==> src/rtl/rv32ima_pkg.sv <==
// Shared RV32IMA decode types: opcode/funct encodings, command bundles that
// execute consumes, and the immediate generator used by the decoder.
package rv32ima_pkg;

   localparam int XLEN         = 32;
   localparam int LDST_WIDTH_W = 2;

   typedef logic [XLEN-1:0] word_t;
   typedef logic [4:0]      reg_t;

   // ALU operations; the AMO-only entries combine the loaded word with rs2
   typedef enum logic [4:0] {
      ALU_ADD, ALU_SUB, ALU_SLL, ALU_SLT, ALU_SLTU, ALU_XOR, ALU_SRL, ALU_SRA,
      ALU_OR, ALU_AND, ALU_MUL, ALU_MULH, ALU_MULHSU, ALU_MULHU, ALU_DIV,
      ALU_DIVU, ALU_REM, ALU_REMU, ALU_SWAP, ALU_MIN, ALU_MAX, ALU_MINU,
      ALU_MAXU
   } aluop_t;

   // ALU operand sources: a/b = rs1/rs2, rs1/imm, pc/imm, zero/imm
   typedef enum logic [1:0] {
      INSEL_R2R, INSEL_R2I, INSEL_PC2I, INSEL_Z2I
   } alu_insel_t;

   typedef enum logic [2:0] {
      INST_R, INST_I, INST_S, INST_B, INST_U, INST_J
   } inst_t;

   typedef enum logic [3:0] {
      CTRL_NONE, CTRL_BEQ, CTRL_BNE, CTRL_BLT, CTRL_BGE, CTRL_BLTU, CTRL_BGEU,
      CTRL_JAL, CTRL_JALR, CTRL_FENCE, CTRL_ECALL, CTRL_EBREAK
   } bcontrol_t;

   // Register write-back source: ALU result, memory data, or pc+4 (links)
   typedef enum logic [1:0] {
      WSEL_ALU, WSEL_MEM, WSEL_PC4
   } rf_wsel_t;

   typedef struct packed {
      aluop_t     aluop;
      alu_insel_t insel;
   } alu_cmd_t;

   typedef struct packed {
      reg_t     rs1;
      reg_t     rs2;
      reg_t     rd;
      logic     wen;
      rf_wsel_t wsel;
   } rf_cmd_t;

   typedef struct packed {
      logic                    wen;
      logic                    ren;
      logic                    load_unsigned;
      logic [LDST_WIDTH_W-1:0] width;   // 0 byte, 1 half, 2 word
   } dmem_cmd_t;

   typedef struct packed {
      alu_cmd_t  alu;
      rf_cmd_t   rf;
      dmem_cmd_t dmem;
      bcontrol_t control;
      inst_t     inst_type;
      word_t     imm32;
      logic      illegal;
   } decoded_inst_t;

   localparam logic [6:0] OPC_LUI     = 7'b0110111;
   localparam logic [6:0] OPC_AUIPC   = 7'b0010111;
   localparam logic [6:0] OPC_JAL     = 7'b1101111;
   localparam logic [6:0] OPC_JALR    = 7'b1100111;
   localparam logic [6:0] OPC_BRANCH  = 7'b1100011;
   localparam logic [6:0] OPC_LOAD    = 7'b0000011;
   localparam logic [6:0] OPC_STORE   = 7'b0100011;
   localparam logic [6:0] OPC_OPIMM   = 7'b0010011;
   localparam logic [6:0] OPC_OP      = 7'b0110011;
   localparam logic [6:0] OPC_MISCMEM = 7'b0001111;
   localparam logic [6:0] OPC_SYSTEM  = 7'b1110011;
   localparam logic [6:0] OPC_AMO     = 7'b0101111;

   localparam logic [6:0] F7_BASE   = 7'b0000000;
   localparam logic [6:0] F7_ALT    = 7'b0100000;
   localparam logic [6:0] F7_MULDIV = 7'b0000001;

   localparam logic [2:0] F3_AMO_W = 3'b010;

   localparam logic [4:0] F5_LR      = 5'b00010;
   localparam logic [4:0] F5_SC      = 5'b00011;
   localparam logic [4:0] F5_AMOSWAP = 5'b00001;
   localparam logic [4:0] F5_AMOADD  = 5'b00000;
   localparam logic [4:0] F5_AMOXOR  = 5'b00100;
   localparam logic [4:0] F5_AMOAND  = 5'b01100;
   localparam logic [4:0] F5_AMOOR   = 5'b01000;
   localparam logic [4:0] F5_AMOMIN  = 5'b10000;
   localparam logic [4:0] F5_AMOMAX  = 5'b10100;
   localparam logic [4:0] F5_AMOMINU = 5'b11000;
   localparam logic [4:0] F5_AMOMAXU = 5'b11100;

   // Sign-extended immediate for a format; the opcode bits never feed it
   function automatic word_t imm_gen(input logic [31:7] i, input inst_t fmt);
      word_t imm;
      case (fmt)
         INST_I:  imm = {{20{i[31]}}, i[31:20]};
         INST_S:  imm = {{20{i[31]}}, i[31:25], i[11:7]};
         INST_B:  imm = {{19{i[31]}}, i[31], i[7], i[30:25], i[11:8], 1'b0};
         INST_U:  imm = {i[31:12], 12'h000};
         INST_J:  imm = {{11{i[31]}}, i[31], i[19:12], i[20], i[30:21], 1'b0};
         default: imm = '0;
      endcase
      return imm;
   endfunction

endpackage

==> src/rtl/decode_queue_if.sv <==
// Fetch-side and execute-side handshakes of the decode queue.
// Both sides use valid/ready: a transfer happens on a rising clk edge where
// valid && ready; the producer holds its data stable while valid is high and
// not yet accepted, and ready never depends combinationally on valid.
interface decode_queue_if #(
   parameter int DEPTH     = 4,
   parameter int BIT_WIDTH = 32,
   parameter int PC_W      = 32
) ();
   import rv32ima_pkg::*;

   logic                         flush;
   logic                         in_valid;
   logic                         in_ready;
   logic [BIT_WIDTH-1:0]         in_inst;
   logic [PC_W-1:0]              in_pc;
   logic                         out_valid;
   logic                         out_ready;
   logic [PC_W-1:0]              out_pc;
   logic [BIT_WIDTH-1:0]         out_inst;
   alu_cmd_t                     out_alu_cmd;
   rf_cmd_t                      out_rf_cmd;
   dmem_cmd_t                    out_dmem_cmd;
   bcontrol_t                    out_control_type;
   inst_t                        out_inst_type;
   logic [BIT_WIDTH-1:0]         out_imm32;
   logic                         out_illegal;
   logic [$clog2(DEPTH+1)-1:0]   count;

   // Environment side: fetch producer, execute consumer and redirect source
   modport master (
      output flush, in_valid, in_inst, in_pc, out_ready,
      input  in_ready, out_valid, out_pc, out_inst, out_alu_cmd, out_rf_cmd,
             out_dmem_cmd, out_control_type, out_inst_type, out_imm32,
             out_illegal, count
   );

   // Queue side
   modport slave (
      input  flush, in_valid, in_inst, in_pc, out_ready,
      output in_ready, out_valid, out_pc, out_inst, out_alu_cmd, out_rf_cmd,
             out_dmem_cmd, out_control_type, out_inst_type, out_imm32,
             out_illegal, count
   );

endinterface

==> src/rtl/rv32ima_decode_core.sv <==
// Purely combinational RV32IMA decoder: raw instruction in, full command
// bundle out. Illegal encodings are flagged and stripped of side effects.
module rv32ima_decode_core
   import rv32ima_pkg::*;
(
   input  word_t         inst_i,
   output decoded_inst_t dec_o
);

   logic [6:0] opcode;
   logic [2:0] funct3;
   logic [6:0] funct7;
   logic [4:0] funct5;
   decoded_inst_t dec;
   logic illegal;

   assign opcode = inst_i[6:0];
   assign funct3 = inst_i[14:12];
   assign funct7 = inst_i[31:25];
   assign funct5 = inst_i[31:27];

   // Field decode by opcode, then legality masking of side effects
   always_comb begin
      dec                = '0;
      dec.alu.aluop      = ALU_ADD;
      dec.alu.insel      = INSEL_R2R;
      dec.rf.rs1         = inst_i[19:15];
      dec.rf.rs2         = inst_i[24:20];
      dec.rf.rd          = inst_i[11:7];
      dec.rf.wsel        = WSEL_ALU;
      dec.control        = CTRL_NONE;
      dec.inst_type      = INST_R;
      illegal            = (inst_i[1:0] != 2'b11);

      case (opcode)
         OPC_LUI: begin
            dec.inst_type = INST_U;
            dec.alu.insel = INSEL_Z2I;
            dec.rf.wen    = 1'b1;
         end
         OPC_AUIPC: begin
            dec.inst_type = INST_U;
            dec.alu.insel = INSEL_PC2I;
            dec.rf.wen    = 1'b1;
         end
         OPC_JAL: begin
            dec.inst_type = INST_J;
            dec.alu.insel = INSEL_PC2I;
            dec.control   = CTRL_JAL;
            dec.rf.wen    = 1'b1;
            dec.rf.wsel   = WSEL_PC4;
         end
         OPC_JALR: begin
            dec.inst_type = INST_I;
            dec.alu.insel = INSEL_R2I;
            dec.control   = CTRL_JALR;
            dec.rf.wen    = 1'b1;
            dec.rf.wsel   = WSEL_PC4;
            if (funct3 != 3'b000) illegal = 1'b1;
         end
         OPC_BRANCH: begin
            dec.inst_type = INST_B;
            case (funct3)
               3'b000:  dec.control = CTRL_BEQ;
               3'b001:  dec.control = CTRL_BNE;
               3'b100:  dec.control = CTRL_BLT;
               3'b101:  dec.control = CTRL_BGE;
               3'b110:  dec.control = CTRL_BLTU;
               3'b111:  dec.control = CTRL_BGEU;
               default: illegal = 1'b1;
            endcase
         end
         OPC_LOAD: begin
            dec.inst_type          = INST_I;
            dec.alu.insel          = INSEL_R2I;
            dec.dmem.ren           = 1'b1;
            dec.dmem.load_unsigned = funct3[2];
            dec.dmem.width         = funct3[1:0];
            dec.rf.wen             = 1'b1;
            dec.rf.wsel            = WSEL_MEM;
            case (funct3)
               3'b000, 3'b001, 3'b010, 3'b100, 3'b101: ;
               default: illegal = 1'b1;
            endcase
         end
         OPC_STORE: begin
            dec.inst_type  = INST_S;
            dec.alu.insel  = INSEL_R2I;
            dec.dmem.wen   = 1'b1;
            dec.dmem.width = funct3[1:0];
            if (funct3 > 3'b010) illegal = 1'b1;
         end
         OPC_OPIMM: begin
            dec.inst_type = INST_I;
            dec.alu.insel = INSEL_R2I;
            dec.rf.wen    = 1'b1;
            case (funct3)
               3'b000: dec.alu.aluop = ALU_ADD;
               3'b010: dec.alu.aluop = ALU_SLT;
               3'b011: dec.alu.aluop = ALU_SLTU;
               3'b100: dec.alu.aluop = ALU_XOR;
               3'b110: dec.alu.aluop = ALU_OR;
               3'b111: dec.alu.aluop = ALU_AND;
               3'b001: begin
                  dec.alu.aluop = ALU_SLL;
                  if (funct7 != F7_BASE) illegal = 1'b1;
               end
               default: begin
                  if (funct7 == F7_BASE)     dec.alu.aluop = ALU_SRL;
                  else if (funct7 == F7_ALT) dec.alu.aluop = ALU_SRA;
                  else                       illegal = 1'b1;
               end
            endcase
         end
         OPC_OP: begin
            dec.inst_type = INST_R;
            dec.rf.wen    = 1'b1;
            if (funct7 == F7_BASE) begin
               case (funct3)
                  3'b000:  dec.alu.aluop = ALU_ADD;
                  3'b001:  dec.alu.aluop = ALU_SLL;
                  3'b010:  dec.alu.aluop = ALU_SLT;
                  3'b011:  dec.alu.aluop = ALU_SLTU;
                  3'b100:  dec.alu.aluop = ALU_XOR;
                  3'b101:  dec.alu.aluop = ALU_SRL;
                  3'b110:  dec.alu.aluop = ALU_OR;
                  default: dec.alu.aluop = ALU_AND;
               endcase
            end else if (funct7 == F7_ALT) begin
               case (funct3)
                  3'b000:  dec.alu.aluop = ALU_SUB;
                  3'b101:  dec.alu.aluop = ALU_SRA;
                  default: illegal = 1'b1;
               endcase
            end else if (funct7 == F7_MULDIV) begin
               case (funct3)
                  3'b000:  dec.alu.aluop = ALU_MUL;
                  3'b001:  dec.alu.aluop = ALU_MULH;
                  3'b010:  dec.alu.aluop = ALU_MULHSU;
                  3'b011:  dec.alu.aluop = ALU_MULHU;
                  3'b100:  dec.alu.aluop = ALU_DIV;
                  3'b101:  dec.alu.aluop = ALU_DIVU;
                  3'b110:  dec.alu.aluop = ALU_REM;
                  default: dec.alu.aluop = ALU_REMU;
               endcase
            end else begin
               illegal = 1'b1;
            end
         end
         OPC_MISCMEM: begin
            dec.inst_type = INST_I;
            dec.control   = CTRL_FENCE;
            if (funct3 != 3'b000) illegal = 1'b1;
         end
         OPC_SYSTEM: begin
            // Only ECALL/EBREAK exist without Zicsr
            dec.inst_type = INST_I;
            if (inst_i[19:7] != 13'd0)            illegal = 1'b1;
            else if (inst_i[31:20] == 12'h000)    dec.control = CTRL_ECALL;
            else if (inst_i[31:20] == 12'h001)    dec.control = CTRL_EBREAK;
            else                                  illegal = 1'b1;
         end
         OPC_AMO: begin
            // Address is rs1 alone; the aluop merges loaded data with rs2
            dec.inst_type  = INST_R;
            dec.dmem.width = 2'b10;
            dec.rf.wen     = 1'b1;
            dec.rf.wsel    = WSEL_MEM;
            dec.dmem.ren   = 1'b1;
            dec.dmem.wen   = 1'b1;
            if (funct3 != F3_AMO_W) illegal = 1'b1;
            case (funct5)
               F5_LR: begin
                  dec.dmem.wen = 1'b0;
                  if (inst_i[24:20] != 5'd0) illegal = 1'b1;
               end
               F5_SC:      dec.dmem.ren  = 1'b0;
               F5_AMOSWAP: dec.alu.aluop = ALU_SWAP;
               F5_AMOADD:  dec.alu.aluop = ALU_ADD;
               F5_AMOXOR:  dec.alu.aluop = ALU_XOR;
               F5_AMOAND:  dec.alu.aluop = ALU_AND;
               F5_AMOOR:   dec.alu.aluop = ALU_OR;
               F5_AMOMIN:  dec.alu.aluop = ALU_MIN;
               F5_AMOMAX:  dec.alu.aluop = ALU_MAX;
               F5_AMOMINU: dec.alu.aluop = ALU_MINU;
               F5_AMOMAXU: dec.alu.aluop = ALU_MAXU;
               default:    illegal = 1'b1;
            endcase
         end
         default: illegal = 1'b1;
      endcase

      dec.imm32 = imm_gen(inst_i[31:7], dec.inst_type);

      if (illegal) begin
         dec.rf.wen    = 1'b0;
         dec.dmem.wen  = 1'b0;
         dec.dmem.ren  = 1'b0;
         dec.control   = CTRL_NONE;
         dec.alu.aluop = ALU_ADD;
      end
      dec.illegal = illegal;
   end

   assign dec_o = dec;

endmodule

==> src/rtl/decode_queue.sv <==
// Decode stage with an instruction buffer: decodes on enqueue, holds DEPTH
// decoded entries in a FIFO and presents the head to execute. Flush drops
// everything for branch redirects.
module decode_queue
   import rv32ima_pkg::*;
#(
   parameter int DEPTH     = 4,    // power of two, >= 2
   parameter int BIT_WIDTH = 32,   // must equal XLEN for the decoder
   parameter int PC_W      = 32
) (
   input logic           clk,
   input logic           rst,
   decode_queue_if.slave bus
);

   localparam int PTR_W = $clog2(DEPTH);
   localparam int CNT_W = $clog2(DEPTH + 1);
   localparam logic [CNT_W-1:0] CNT_FULL = CNT_W'(DEPTH);

   logic [PTR_W-1:0] wr_ptr_q, wr_ptr_d;
   logic [PTR_W-1:0] rd_ptr_q, rd_ptr_d;
   logic [CNT_W-1:0] count_q, count_d;

   decoded_inst_t        dec_mem  [DEPTH];
   logic [PC_W-1:0]      pc_mem   [DEPTH];
   logic [BIT_WIDTH-1:0] inst_mem [DEPTH];

   decoded_inst_t in_dec;
   logic          in_ready;
   logic          out_valid;
   logic          push;
   logic          pop;

   rv32ima_decode_core u_decode (
      .inst_i (bus.in_inst),
      .dec_o  (in_dec)
   );

   // Handshake flags depend only on registered count; no full-bypass
   assign in_ready  = (count_q != CNT_FULL);
   assign out_valid = (count_q != '0);
   assign push      = bus.in_valid && in_ready;
   assign pop       = out_valid && bus.out_ready;

   // Pointer and occupancy next state; flush wins over push/pop
   always_comb begin
      wr_ptr_d = wr_ptr_q;
      rd_ptr_d = rd_ptr_q;
      count_d  = count_q;
      if (bus.flush) begin
         wr_ptr_d = '0;
         rd_ptr_d = '0;
         count_d  = '0;
      end else begin
         if (push) wr_ptr_d = wr_ptr_q + 1'b1;
         if (pop)  rd_ptr_d = rd_ptr_q + 1'b1;
         count_d = count_q + CNT_W'(push) - CNT_W'(pop);
      end
   end

   // Pointer and occupancy registers; reset has priority over flush
   always_ff @(posedge clk) begin
      if (rst) begin
         wr_ptr_q <= '0;
         rd_ptr_q <= '0;
         count_q  <= '0;
      end else begin
         wr_ptr_q <= wr_ptr_d;
         rd_ptr_q <= rd_ptr_d;
         count_q  <= count_d;
      end
   end

   // Entry storage, unreset; a push discarded by flush/reset is not written
   always_ff @(posedge clk) begin
      if (push && !bus.flush && !rst) begin
         dec_mem[wr_ptr_q]  <= in_dec;
         pc_mem[wr_ptr_q]   <= bus.in_pc;
         inst_mem[wr_ptr_q] <= bus.in_inst;
      end
   end

   assign bus.in_ready         = in_ready;
   assign bus.out_valid        = out_valid;
   assign bus.count            = count_q;
   assign bus.out_pc           = pc_mem[rd_ptr_q];
   assign bus.out_inst         = inst_mem[rd_ptr_q];
   assign bus.out_alu_cmd      = dec_mem[rd_ptr_q].alu;
   assign bus.out_rf_cmd       = dec_mem[rd_ptr_q].rf;
   assign bus.out_dmem_cmd     = dec_mem[rd_ptr_q].dmem;
   assign bus.out_control_type = dec_mem[rd_ptr_q].control;
   assign bus.out_inst_type    = dec_mem[rd_ptr_q].inst_type;
   assign bus.out_imm32        = dec_mem[rd_ptr_q].imm32;
   assign bus.out_illegal      = dec_mem[rd_ptr_q].illegal;

endmodule

==> src/flat_wrapper.sv <==
// flat-port wrapper written by rule: the top's interface ports become plain ports
module decode_queue_flat import rv32ima_pkg::*;
#(
   parameter int DEPTH     = 4,                         
   parameter int BIT_WIDTH = 32,                                     
   parameter int PC_W      = 32
)
  (clk, rst, bus_flush, bus_in_valid, bus_in_inst, bus_in_pc, bus_out_ready, bus_in_ready, bus_out_valid, bus_out_pc, bus_out_inst, bus_out_alu_cmd, bus_out_rf_cmd, bus_out_dmem_cmd, bus_out_control_type, bus_out_inst_type, bus_out_imm32, bus_out_illegal, bus_count);
  decode_queue_if #(.DEPTH(DEPTH), .BIT_WIDTH(BIT_WIDTH), .PC_W(PC_W)) bus_i ();
  input logic clk;
  input logic rst;
  input wire logic [$bits(bus_i.flush)-1:0] bus_flush;
  input wire logic [$bits(bus_i.in_valid)-1:0] bus_in_valid;
  input wire logic [$bits(bus_i.in_inst)-1:0] bus_in_inst;
  input wire logic [$bits(bus_i.in_pc)-1:0] bus_in_pc;
  input wire logic [$bits(bus_i.out_ready)-1:0] bus_out_ready;
  output wire logic [$bits(bus_i.in_ready)-1:0] bus_in_ready;
  output wire logic [$bits(bus_i.out_valid)-1:0] bus_out_valid;
  output wire logic [$bits(bus_i.out_pc)-1:0] bus_out_pc;
  output wire logic [$bits(bus_i.out_inst)-1:0] bus_out_inst;
  output wire logic [$bits(bus_i.out_alu_cmd)-1:0] bus_out_alu_cmd;
  output wire logic [$bits(bus_i.out_rf_cmd)-1:0] bus_out_rf_cmd;
  output wire logic [$bits(bus_i.out_dmem_cmd)-1:0] bus_out_dmem_cmd;
  output wire logic [$bits(bus_i.out_control_type)-1:0] bus_out_control_type;
  output wire logic [$bits(bus_i.out_inst_type)-1:0] bus_out_inst_type;
  output wire logic [$bits(bus_i.out_imm32)-1:0] bus_out_imm32;
  output wire logic [$bits(bus_i.out_illegal)-1:0] bus_out_illegal;
  output wire logic [$bits(bus_i.count)-1:0] bus_count;
  assign bus_i.flush = bus_flush;
  assign bus_i.in_valid = bus_in_valid;
  assign bus_i.in_inst = bus_in_inst;
  assign bus_i.in_pc = bus_in_pc;
  assign bus_i.out_ready = bus_out_ready;
  assign bus_in_ready = bus_i.in_ready;
  assign bus_out_valid = bus_i.out_valid;
  assign bus_out_pc = bus_i.out_pc;
  assign bus_out_inst = bus_i.out_inst;
  assign bus_out_alu_cmd = bus_i.out_alu_cmd;
  assign bus_out_rf_cmd = bus_i.out_rf_cmd;
  assign bus_out_dmem_cmd = bus_i.out_dmem_cmd;
  assign bus_out_control_type = bus_i.out_control_type;
  assign bus_out_inst_type = bus_i.out_inst_type;
  assign bus_out_imm32 = bus_i.out_imm32;
  assign bus_out_illegal = bus_i.out_illegal;
  assign bus_count = bus_i.count;
  decode_queue #(.DEPTH(DEPTH), .BIT_WIDTH(BIT_WIDTH), .PC_W(PC_W)) u_core (.clk(clk), .rst(rst), .bus(bus_i));
endmodule
==> config.mk <==
export PLATFORM = sky130hd
export DESIGN_NAME = decode_queue_flat
export DESIGN_NICKNAME = d
export VERILOG_FILES = /design/src/rtl/rv32ima_pkg.sv /design/src/rtl/decode_queue_if.sv /design/src/rtl/rv32ima_decode_core.sv /design/src/rtl/decode_queue.sv /design/src/flat_wrapper.sv
export SDC_FILE = /design/constraint.sdc
export NUM_CORES = 1
export LEC_CHECK = 0
export ABC_CLOCK_PERIOD_IN_PS = 6440
export BUFFER_PORTS_ARGS = -buffer_cell sky130_fd_sc_hd__buf_2
export CAP_MARGIN = 20
export CORE_UTILIZATION = 50
export CTS_CLUSTER_SIZE = 14
export DETAILED_ROUTE_END_ITERATION = 6
export GPL_TIMING_DRIVEN = 0
export PLACE_DENSITY = 0.77
export SETUP_SLACK_MARGIN = 0.3
export SYNTH_ARGS = -nofsm -noshare
export SYNTH_HDL_FRONTEND = slang
export SYNTH_SLANG_ARGS = --single-unit
==> constraint.sdc <==
create_clock -name clk -period 6.44 [get_ports clk]
set_input_delay 1.288 -clock clk [delete_from_list [all_inputs] [get_ports clk]]
set_output_delay 1.288 -clock clk [all_outputs]
set_load 0.05 [all_outputs]
==> out/metrics.yaml <==
outcome:
  outcome: "finished clean"
yosys:
  yosys_warnings: 0
  synth-edff-count: 476
  netlist_instances: 934
  synth_flop_cell: "edfxtp_1"
  ys_ff_latch: 485
  synth.avg_cell_area_sq_um: 20.4
  synth.net_count: 1010
  ys_seq_area_share_pct: 75.8
  fraction_of_registers_with_async_set_reset_pct: 0
  synth_cell_type_count: 64
  post_synth_design_cell_area_sq_mm: 0.0191
layout:
  area.growth.synth_to_final_pct: 18.4
  multi_input_gate_area_sq_mm: 0.00429
  layout_filler_cell_count: 2753
  layout.cells.most_common: "edfxtp_1"
  utilization_pct: 60.0
  finish.instance_area_sq_mm: 0.0226
  post_route_cells_drive_above_1_share_pct: 35.0
  layout_common_cells: "476 x edfxtp_1, 209 x buf_2, 119 x mux4_2"
  register_area_sq_mm: 0.0145
  layout_net_count: 1278
  post_layout_nonfiller_instances: 1756
setup_path:
  slowest_stage: "clkbuf_1"
  timing.critical_path.cells: "clkbuf_1 -> buf_1 -> mux4_2 -> buf_4 -> buf_2"
  crit_type: "register to primary output"
  critical_path.endpoint_type: "primary output"
  cp_data_arrival_time_ns: 3.43
  critical_path_peak_fanout: 10
  cpPeakStageDelay_ns: 0.76
  element_type_at_the_critical_path_start: "register"
  cp.required_ns: 5.15
floorplanning:
  dieWidth_um: 197
  core-area_sq_mm: 0.0377
  die-area_sq_mm: 0.0390
  floorplan.die.height_um: 197
  io-pin-count: 208
  initial_core_util_pct: 50.7
  row_count: 71
cts:
  tritoncts.num_buffers: 50
  ctsHtreeMaxLevel: 2
  clock_tree_buffer_depth: 3
  clk_transition_reported_paths_ns: 0.06
  post_cts_setup_buffer_count: 0
  cts.sinks: 485
  tritoncts_clock_tree: "done"
  cts_hold_buf: 0
  later_pin_clock_latency_in_the_skew_report_ns: 0.58
  cts-resized-gates: 0
  clock-root-buffer: "clkbuf_16"
hold_path:
  class_of_the_tightest_hold_or_removal_check: "register to register"
power_and_ir_drop:
  p_per_area_mw_per_mm2: 306
  vdd_ir_drop_max_v: 0.000270
  power_switching_mw: 1.62
  clock_power_share_pct: 39.9
  switching_share_pct: 23.4
  pwr-share-seq_pct: 50.7
  share_comb_of_total_power_pct: 9.4
  power_mw: 6.93
  power.internal_mw: 5.31
  p_leak_nw: 7.74
flow_run:
  drv_cap: 0
drt:
  first_iter_violations: 761
  drc_errors: 0
  routed_wire_per_std_cell_um: 23.1
  routed-via-count: 9963
  postRouteAntennaNets: 0
  finalWirelength_um: 40600
  detail_routed_via_count_per_cell: 5.67
  drt_first_pass_iters: 5
sta:
  fin_crit_sh_pct: 73.2
  max-slew-margin-rel_pct: 29.0
  finalClockSkew_ns: 0.0199
  final_period_minus_worst_setup_slack_ns: 4.72
  rsz0062_at_grt: "no"
  worstMarginPinSlew_ns: 1.05
  setup_viol_count_final: 0
  finalMaxSlewViolations: 0
  whs_ns: 0.541
  achievable-frequency_mhz: 212
  hold_violations: 0
placement:
  placed_cell_area_sq_mm: 0.0210
  gpl.final_weighted_congestion: 0.870
  io_buffers: 207
  hpwl_um: 26200
  post-place-cells: 1661
grt:
  initial_antenna_violation_count: 3
  first_global_vias: 9947
  grt_first_pass_wirelength_um: 60400
  grt-ovfl-total: 0
  gr-usage-all-layers_pct: 21.2
  grt_max_degree: 54
-- cell families (layout without fill, tap and decap cells) --
kind of cell | after synthesis | in the layout | synth area share [%]
fa+ha+maj | 8 | 8 | 0.550
flops | 485 | 485 | 75.8
mux | 122 | 122 | 14.2
other cells | 0 | 1 | 0
compound gates | 82 | 82 | 2.94
simple gates | 148 | 148 | 4.11
buf+inv | 77 | 387 | 1.86
xor+xnor | 12 | 12 | 0.550
-- state kept, by name (all words and copies together), names as in the netlist, named ones only --
name / count
u_core.inst_mem: 68
u_core.bus.count: 3
u_core.pc_mem: 128
u_core.dec_mem: 280
u_core.wr_ptr_q: 2
u_core.rd_ptr_q: 2
-- cell usage after synthesis, types with 10 or more instances --
library cell,count,area share [%]
a21oi_1,15,0.39
nor2_1,33,0.65
o21ai_0,16,0.42
nor3_1,10,0.26
buf_4,15,0.59
edfxtp_1,476,75
mux4_2,119,14
a21o_1,19,0.75
inv_1,13,0.26
clkbuf_1,29,0.57
buf_1,16,0.31
nand2_1,38,0.75
and2_1,13,0.43
-- path summary, 6_finish.rpt --
kind / startpoint / end / slack, ns / cells past startpoint
max: register / bus_out_rf_cmd[5] / 1.72 / 5
max reg2reg: u_core.bus.count[1] / u_core.pc_mem[1][7] / 3.79 / 7
min reg2reg: u_core.rd_ptr_q[0] / u_core.rd_ptr_q[0] / 0.54 / 2
min: u_core.rd_ptr_q[0] / u_core.rd_ptr_q[0] / 0.54 / 2
-- through the flow --
step | TNS, ns | worst slack [ns]
2_1_floorplan | 0 | 1.49
3_3_place_gp | -376.52 | -0.826
3_5_place_dp | 0 | 2.11
4_1_cts | 0 | 1.56
5_1_grt | 0 | 1.45
6_report | 0 | 1.72
-- power groups by stage --
stage                     Sequential (mW)  Clock (mW)  Combinational [mW]
after detailed placement             3.58           0               0.655
after CTS                            3.51        2.82               0.656
after global placement               3.58           0               0.640
after floorplan                      3.59           0               0.463
after global routing                 3.51        2.94               0.687
final                                3.51        2.77               0.649
-- final cells by class --
type / count / share of cell area, %
clock inverter: 32 / 1.03
timing repair buffer: 216 / 5.56
multi-input combinational: 372 / 19.0
clock buffer: 62 / 6.02
tap: 511 / 2.83
antenna: 1 / 0.0111
inverter: 14 / 0.232
buffer: 63 / 1.34
sequential: 485 / 64.0
-- metal layers --
| layer | vias up | global-route usage (%) | wire, um |
|---|---|---|---|
| li1 | 4380 | - | - |
| met1 | 5093 | 29.7 | 16900 |
| met2 | 428 | 34.0 | 19800 |
| met3 | 60 | 4.68 | 3060 |
| met4 | 2 | 5.34 | 752 |
| met5 | - | 0 | 16 |
-- worst max-delay path, delay by kind of cell (launching register included) --
| kind | cells | cell delay [ns] |
|---|---|---|
| flip-flops | 1 | 0.33 |
| multiplexers | 1 | 0.68 |
| buffers and inverters | 4 | 1.83 |
No activity file was read; power rests on OpenSTA's default activity.
